$ cat src/rtl/apb_native_master.sv
// Bridge from the core's native MMIO port to an APB initiator with SETUP/ACCESS
// sequencing, wait-state handling, slave error reporting and an optional ACCESS timeout.
`timescale 1ns/1ps
module apb_native_master #(
  parameter int ADDR_W  = 16,
  parameter int DATA_W  = 32,
  parameter int TIMEOUT = 64
) (
  input  logic              clk,
  input  logic              rst_n,
  input  logic              nat_sel,
  input  logic              nat_write,
  input  logic [ADDR_W-1:0] nat_addr,
  input  logic [DATA_W-1:0] nat_wdata,
  output logic [DATA_W-1:0] nat_rdata,
  output logic              nat_busy,
  output logic              nat_done,
  output logic              nat_err,
  output logic              apbm_sel,
  output logic              apbm_enable,
  output logic              apbm_write,
  output logic [ADDR_W-1:0] apbm_addr,
  output logic [DATA_W-1:0] apbm_wdata,
  input  logic [DATA_W-1:0] apbm_rdata,
  input  logic              apbm_ready,
  input  logic              apbm_slverr
);

  typedef enum logic [1:0] {IDLE, SETUP, ACCESS} state_t;

  localparam int CNT_W = (TIMEOUT > 1) ? $clog2(TIMEOUT) : 1;
  localparam int unsigned CNT_LAST_I = (TIMEOUT > 0) ? TIMEOUT - 1 : 0;
  localparam logic [CNT_W-1:0] CNT_LAST = CNT_LAST_I[CNT_W-1:0];
  localparam bit TIMEOUT_EN = (TIMEOUT > 0);

  state_t            state_q, state_d;
  logic              sel_q, sel_d;
  logic              enable_q, enable_d;
  logic              write_q, write_d;
  logic [ADDR_W-1:0] addr_q, addr_d;
  logic [DATA_W-1:0] wdata_q, wdata_d;
  logic [DATA_W-1:0] rdata_q, rdata_d;
  logic              busy_q, busy_d;
  logic              done_q, done_d;
  logic              err_q, err_d;
  logic [CNT_W-1:0]  cnt_q, cnt_d;

  always_ff @(posedge clk or negedge rst_n) begin
    if (!rst_n) begin
      state_q  <= IDLE;
      sel_q    <= 1'b0;
      enable_q <= 1'b0;
      write_q  <= 1'b0;
      addr_q   <= '0;
      wdata_q  <= '0;
      rdata_q  <= '0;
      busy_q   <= 1'b0;
      done_q   <= 1'b0;
      err_q    <= 1'b0;
      cnt_q    <= '0;
    end else begin
      state_q  <= state_d;
      sel_q    <= sel_d;
      enable_q <= enable_d;
      write_q  <= write_d;
      addr_q   <= addr_d;
      wdata_q  <= wdata_d;
      rdata_q  <= rdata_d;
      busy_q   <= busy_d;
      done_q   <= done_d;
      err_q    <= err_d;
      cnt_q    <= cnt_d;
    end
  end

  // Every output is computed one cycle ahead here, so all of them leave flops.
  always_comb begin
    state_d  = state_q;
    sel_d    = sel_q;
    enable_d = enable_q;
    write_d  = write_q;
    addr_d   = addr_q;
    wdata_d  = wdata_q;
    rdata_d  = rdata_q;
    busy_d   = busy_q;
    done_d   = 1'b0;
    err_d    = err_q;
    cnt_d    = cnt_q;
    unique case (state_q)
      IDLE: begin
        if (nat_sel) begin
          state_d  = SETUP;
          sel_d    = 1'b1;
          enable_d = 1'b0;
          busy_d   = 1'b1;
          write_d  = nat_write;
          addr_d   = nat_addr;
          wdata_d  = nat_wdata;
          cnt_d    = '0;
        end
      end
      SETUP: begin
        state_d  = ACCESS;
        enable_d = 1'b1;
      end
      ACCESS: begin
        // A real pready always wins over a timeout landing in the same cycle.
        if (apbm_ready || (TIMEOUT_EN && cnt_q == CNT_LAST)) begin
          state_d  = IDLE;
          sel_d    = 1'b0;
          enable_d = 1'b0;
          busy_d   = 1'b0;
          done_d   = 1'b1;
          cnt_d    = '0;
          if (apbm_ready) begin
            rdata_d = write_q ? '0 : apbm_rdata;
            err_d   = apbm_slverr;
          end else begin
            rdata_d = '0;
            err_d   = 1'b1;
          end
        end else begin
          cnt_d = cnt_q + 1'b1;
        end
      end
      default: begin
        state_d  = IDLE;
        sel_d    = 1'b0;
        enable_d = 1'b0;
        busy_d   = 1'b0;
      end
    endcase
  end

  assign nat_rdata   = rdata_q;
  assign nat_busy    = busy_q;
  assign nat_done    = done_q;
  assign nat_err     = err_q;
  assign apbm_sel    = sel_q;
  assign apbm_enable = enable_q;
  assign apbm_write  = write_q;
  assign apbm_addr   = addr_q;
  assign apbm_wdata  = wdata_q;

endmodule
$ cat config.mk
export PLATFORM = sky130hd
export DESIGN_NAME = apb_native_master
export DESIGN_NICKNAME = d
export VERILOG_FILES = /design/src/rtl/apb_native_master.sv
export SDC_FILE = /design/constraint.sdc
export NUM_CORES = 1
export LEC_CHECK = 0
export ABC_CLOCK_PERIOD_IN_PS = 1710
export BUFFER_PORTS_ARGS = -buffer_cell sky130_fd_sc_hd__buf_2
export CELL_PAD_IN_SITES_DETAIL_PLACEMENT = 1
export CELL_PAD_IN_SITES_GLOBAL_PLACEMENT = 1
export CORE_MARGIN = 5
export CORE_UTILIZATION = 32
export DETAILED_ROUTE_END_ITERATION = 12
export PLACE_DENSITY_LB_ADDON = 0.1
export SYNTH_ARGS = -nofsm -noshare
export SYNTH_HDL_FRONTEND = slang
export SYNTH_SLANG_ARGS = --single-unit
$ cat constraint.sdc
create_clock -name clk -period 1.71 [get_ports clk]
set_clock_uncertainty 0.1 [all_clocks]
set_input_delay 0.0855 -clock clk [delete_from_list [all_inputs] [get_ports clk]]
set_output_delay 0.0855 -clock clk [all_outputs]
set_load 0.05 [all_outputs]
==> results of run 1 <==
-- worst min-delay path: cells and delay by family --
| family | cells | cell delay [ns] |
|---|---|---|
| AOI/OAI and AO/OA | 1 | 0.07 |
| buffers and inverters | 1 | 0.17 |
| and+or+nand+nor | 1 | 0.14 |
-- metrics by stage --
| stage | std cells | util [%] | cell area [um^2] |
|---|---|---|---|
| global route | 643 | 52.4 | 5680 |
| floorplan | 233 | - | 3540 |
| global placement | 540 | 42.5 | 4610 |
| finish | 643 | 52.4 | 5680 |
| detailed placement | 540 | 42.5 | 4610 |
| CTS | 640 | 51.9 | 5630 |
-- worst min-delay path by stage --
stage / from / to / slack (ns) / cells past startpoint
2_1_floorplan: rst_n / apbm_addr[0] / -0.31 / 0
3_3_place_gp: rst_n / nat_rdata[5] / -0.06 / 1
3_5_place_dp: rst_n / nat_rdata[4] / -0.06 / 1
4_1_cts: apbm_ready / cnt_q[5] / 0.06 / 3
5_1_grt: apbm_ready / cnt_q[5] / 0.09 / 3
6_report: apbm_ready / cnt_q[5] / 0.07 / 3
-- synthesized netlist by cell type, types with 2 or more instances --
cell	instances
a21oi_1	3
a22o_1	32
buf_2	9
buf_6	4
dfrtp_1	93
inv_1	4
mux2_2	49
nand2_1	4
nand3_1	7
nor2_1	2
nor3_1	3
o21ai_0	8
-- timing repair --
item	CTS	global route
gates resized for setup	0	2
setup buffers	0	2
hold buffers	84	0
hold endpoints to repair	177	0
endpoints found under the setup margin	0	32
-- layout make-up --
class	instances	area, um^2
timing repair buffer	268	1860
multi-input combinational	122	1120
clock inverter	5	36.3
clock buffer	11	141
inverter	4	15.0
sequential	93	2330
fill	1166	5160
tap	140	175
-- flip-flops by register name (all words and copies together), names as in the netlist --
| register | flops |
|---|---|
| nat_err | 1 |
| nat_rdata | 32 |
| apbm_wdata | 32 |
| apbm_enable | 1 |
| cnt_q | 6 |
| nat_done | 1 |
| apbm_write | 1 |
| nat_busy | 1 |
| apbm_addr | 16 |
| state_q | 2 |
-- metal layers --
layer | part of all wire (%) | wire [um] | vias to the layer above | global-route usage, %
met4 | 0.95 | 103 | 0 | 3.99
met2 | 50 | 5460 | 110 | 28.7
met5 | 0 | 0 | - | 0
met1 | 41 | 4400 | 1474 | 20.3
li1 | - | - | 1378 | -
met3 | 8.0 | 863 | 9 | 4.58
-- cell families after synthesis --
| family | synth area share [%] |
|---|---|
| simple gates | 4.00 |
| mux | 15.6 |
| buf+inv | 3.18 |
| fa+ha+maj | 0.354 |
| flops | 65.8 |
| compound gates | 11.0 |
-- report_power, final --
part	leakage, nW	switching [mW]	internal [mW]
Sequential	1.15	0.524	3.14
Combinational	1.55	4.43	1.84
Clock	0.0815	0.776	0.570
Total	2.78	5.73	5.54
==> flow_summary.json, run 1 <==
{
  "status": "complete, no violations",
  "path_clk_slew_ns": 0.09,
  "cp_slowest_cell": "dfrtp_1",
  "setup_viol_count_final": 0,
  "first_iter_violations": 128,
  "reg2reg_depth": 6,
  "clock_latency_ns": 0.35,
  "final_nets": 585,
  "coreArea_mm2": 0.0108,
  "diodes": 0,
  "fmax_ghz": 0.596,
  "drtPass1Iterations": 4,
  "start_kind": "flip-flop",
  "crit_required_ns": 1.85,
  "initial_core_util_pct": 32.6,
  "dp_slack_ns": 0.0432,
  "endpoint_kind": "flip-flop",
  "avgSynthCellArea_um2": 15.2,
  "grt_pass1_wl_um": 17400,
  "antenna_found_initial": 0,
  "crit_arrival_ns": 1.81,
  "finalHoldViolations": 0,
  "yosysTopAreaCell": "dfrtp_1",
  "synth-edff-count": 0,
  "setup_tns_ns": 0,
  "track_usage_pct": 16.5,
  "worst_slack_ns": 0.0326,
  "synth.distinct_cells": 27,
  "mostFrequentLayoutCells": "170 x buf_2, 93 x dfrtp_1, 84 x dlygate4sd3_1",
  "reg2reg_setup_slack_ns": 0.03,
  "dp_hpwl_um": 6980,
  "syn_nets": 320,
  "clk_path_buf_depth": 2,
  "cts.sinks": 93,
  "drv_slew": 0,
  "ys_warn_count": 0,
  "critPathTopFamily": "flip-flops",
  "layout_min_cycle_time_ns": 1.68,
  "ir_drop_uv": 1090,
  "r2r_end": "nat_rdata[22]",
  "worstHoldPathType": "input port to flip-flop",
  "maxCapViolations": 0,
  "critPathMaxFanout": 16,
  "ys_ff_latch": 93,
  "viasPerCell": 4.62,
  "cts_buffers": 9,
  "cts_root_buf": "clkbuf_8",
  "portBuffers": 171,
  "first_global_vias": 3387,
  "synth_flop_cell": "dfrtp_1",
  "final_common_cell": "buf_2",
  "power_density_mw_per_mm2": 1990,
  "path_depth": 6,
  "drc_errors": 0,
  "die_width_um": 115,
  "syn_to_final_growth_pct": 60.6,
  "min_period_over_period_pct": 98.1,
  "power_mw": 11.3,
  "drive_above_1_share_pct": 50.5,
  "critPathLaunch": "cnt_q[1]",
  "crit_end": "nat_rdata[22]",
  "ys_seq_area_share_pct": 65.8,
  "grt-ovfl-total": 0,
  "tightest_slew_ns": 0.386,
  "max_slew_margin_pct": 74.3,
  "synth-async-reset-ratio_pct": 100,
  "wl_per_cell_um": 16.8,
  "cts_max_level": 3,
  "crit_path_max_incr_delay_ns": 0.42,
  "ys_top_cells_by_area": "dfrtp_1 66%, mux2_2 16%, a22o_1 7.9%, buf_2 1.3%, buf_6 1.3%",
  "num_rows": 38,
  "ioPinCount": 172,
  "leakage_nw": 2.78,
  "crit_chain": "ha_4, and3_4, a31oi_4, nand2b_4, clkbuf_16, a22o_1",
  "cts_tree": "done",
  "routed_wl_um": 10800,
  "rsz0062_at_grt": "yes",
  "crit_buf_inv": 1,
  "detail-route-antenna-nets": 0,
  "die_h_um": 115,
  "dieArea_mm2": 0.0133,
  "whs_ns": 0.0660,
  "gp_congestion": 0.718,
  "rr_startpoint": "cnt_q[1]",
  "synth_area_mm2": 0.00354,
  "path_class": "flip-flop to flip-flop",
  "num_vias": 2971,
  "synth_top_area_share_pct": 65.8,
  "grt_max_degree": 55,
  "synthesis.instances": 233
}
Note: power is estimated with default switching activity, not from simulation.
==> inputs of run 2 (changes only) <==
==> config.mk (replaced) <==
export PLATFORM = sky130hd
export DESIGN_NAME = apb_native_master
export DESIGN_NICKNAME = d
export VERILOG_FILES = /design/src/rtl/apb_native_master.sv
export SDC_FILE = /design/constraint.sdc
export NUM_CORES = 1
export LEC_CHECK = 0
export ABC_CLOCK_PERIOD_IN_PS = 1710
export BUFFER_PORTS_ARGS = -buffer_cell sky130_fd_sc_hd__buf_2
export CORE_MARGIN = 5
export CORE_UTILIZATION = 37
export DETAILED_ROUTE_END_ITERATION = 12
export PLACE_DENSITY = 0.69
export SYNTH_ARGS = -nofsm -noshare
export SYNTH_HDL_FRONTEND = slang
export SYNTH_SLANG_ARGS = --single-unit
==> run 2 against run 1 <==
Combinational power fell by 0.8%; global-route usage rose by 0.60 points; first-iteration DRC count fell by 9.4%; setup slack got worse by 0.013 ns; cell area barely moved; total power rose by 2.5%; via count rose by 0.10%; non-clock buffer count fell by 1; clock-buffer cell count did not move; sequential power barely moved; die area fell by 12%; critical endpoint is now nat_rdata[14]; largest power group unchanged.
==> flow_summary.json, run 2 (same netlist as run 1, synthesis figures left out) <==
{
  "critPathMaxFanout": 32,
  "endpoint_kind": "flip-flop",
  "first_global_vias": 3245,
  "dp_hpwl_um": 6290,
  "post_cts_buffers": 0,
  "wl_met2_um": 5070,
  "die_width_um": 108,
  "clock_latency_ns": 0.34,
  "initial_core_util_pct": 38.1,
  "dieArea_mm2": 0.0116,
  "min_period_over_period_pct": 98.9,
  "final_common_cell": "buf_2",
  "sw_frac_of_total_pct": 48.8,
  "clkPwrFrac_pct": 14.6,
  "rsz0062_at_grt": "yes",
  "grt_pass1_wl_um": 15800,
  "power_mw": 11.6,
  "crit_arrival_ns": 1.81,
  "setup_viol_count_final": 0,
  "instances_no_fill": 630,
  "cts_buffers": 9,
  "seqPwrFrac_pct": 31.6,
  "drc_errors": 0,
  "antenna_found_initial": 0,
  "m1WireLength_um": 3780,
  "clk_path_buf_depth": 2,
  "coreArea_mm2": 0.00928,
  "cts_max_level": 3,
  "grt_max_degree": 51,
  "start_kind": "flip-flop",
  "status": "complete, no violations",
  "dpl.cell_count": 531,
  "ff_latch_area_mm2": 0.00233,
  "leakage_nw": 2.79,
  "power_density_mw_per_mm2": 2040,
  "ioPinCount": 172,
  "pwr-share-comb_pct": 53.8,
  "syn_to_final_growth_pct": 60.7,
  "multi_input_area_mm2": 0.00111,
  "drive_above_1_share_pct": 50.1,
  "crit_path_max_incr_delay_ns": 0.39,
  "drtPass1Iterations": 4,
  "layout_min_cycle_time_ns": 1.69,
  "tightest_slew_ns": 0.430,
  "grt-ovfl-total": 0,
  "num_vias": 2974,
  "viasPerCell": 4.72,
  "finalHoldViolations": 0,
  "first_iter_violations": 116,
  "worstHoldPathType": "input port to flip-flop",
  "track_usage_pct": 17.1,
  "path_clk_slew_ns": 0.08,
  "die_h_um": 108,
  "drv_slew": 0,
  "routed_wl_um": 9820,
  "portBuffers": 171,
  "cp_slowest_cell": "dfrtp_1",
  "crit_chain": "ha_2, and3_4, a31oi_4, nand2b_4, buf_12, a22o_1",
  "wl_per_cell_um": 15.6,
  "gp_congestion": 0.769,
  "cts_tree": "done",
  "top_layer_used": "met4",
  "crit_required_ns": 1.83,
  "cts.sinks": 93,
  "num_rows": 35,
  "setup_tns_ns": 0,
  "final_nets": 584,
  "fmax_ghz": 0.591,
  "maxCapViolations": 0,
  "detail-route-antenna-nets": 0,
  "diodes": 0,
  "cts_root_buf": "clkbuf_8",
  "max_slew_margin_pct": 71.3,
  "internal_power_mw": 5.92,
  "switchingPower_mw": 5.64,
  "n_fill_cell": 731,
  "mostFrequentLayoutCells": "170 x buf_2, 93 x dfrtp_1, 84 x dlygate4sd3_1",
  "ir_drop_uv": 1150,
  "path_class": "flip-flop to flip-flop",
  "wl_met3_um": 736
}
-- run 2: repair_timing --
item / in CTS / in global routing
endpoints found under the hold margin: 177 / 0
setup endpoints to repair: 0 / 34
hold buffers: 84 / 0
gates resized for setup: 0 / 1
-- run 2: power by group through the flow --
stage | clock network (mW) | logic, mW | registers [mW]
after detailed placement | 0 | 6.08 | 3.68
final | 1.69 | 6.22 | 3.65
after CTS | 1.75 | 6.24 | 3.64
after floorplan | 0 | 1.42 | 6.80
after global routing | 1.85 | 6.51 | 3.77
after global placement | 0 | 5.99 | 3.63
-- run 2: final cells by class --
| class | instances | share of cell area [%] |
|---|---|---|
| timing repair buffer | 267 | 32.4 |
| clock buffer | 11 | 2.31 |
| clock inverter | 4 | 1.72 |
| multi-input combinational | 122 | 19.5 |
| inverter | 4 | 0.264 |
| tap | 129 | 2.84 |
| sequential | 93 | 41.0 |
-- run 2: per-stage QoR --
step                hold slack, ns  utilization, %  setup slack [ns]  area, um^2
finish                      0.0567            61.2            0.0191        5680
floorplan                   -0.310               -            0.0334        3540
CTS                         0.0284            61.2            0.0302        5680
detailed placement         -0.0416            49.6            0.0494        4610
global route                0.0486            61.2           -0.0338        5680
global placement           -0.0508            49.6            0.0985        4610
-- run 2: path summary, 6_finish.rpt --
kind / endpoint / slack (ns) / from / cells past startpoint
max: nat_rdata[14] / 0.02 / cnt_q[1] / 6
min: cnt_q[5] / 0.06 / apbm_ready / 3
max reg2reg: nat_rdata[14] / 0.02 / cnt_q[1] / 6
min reg2reg: nat_rdata[7] / 0.41 / nat_rdata[7] / 1
max in group asynchronous: nat_rdata[4] / 0.79 / rst_n / 3
min in group asynchronous: apbm_wdata[18] / 0.12 / rst_n / 2
-- run 2: metal layers --
| layer | vias to the layer above | track usage (%) |
|---|---|---|
| li1 | 1376 | - |
| met1 | 1455 | 19.6 |
| met2 | 124 | 30.1 |
| met3 | 19 | 4.50 |
| met4 | 0 | 7.03 |
| met5 | - | 0 |
-- run 2: critical path, delay by kind of cell (launching register included) --
kind,cells,cell delay [ns]
DFF,1,0.39
buffers and inverters,1,0.16
and+or+nand+nor,2,0.37
adders and majority gates,1,0.20
AOI/OAI and AO/OA,2,0.33
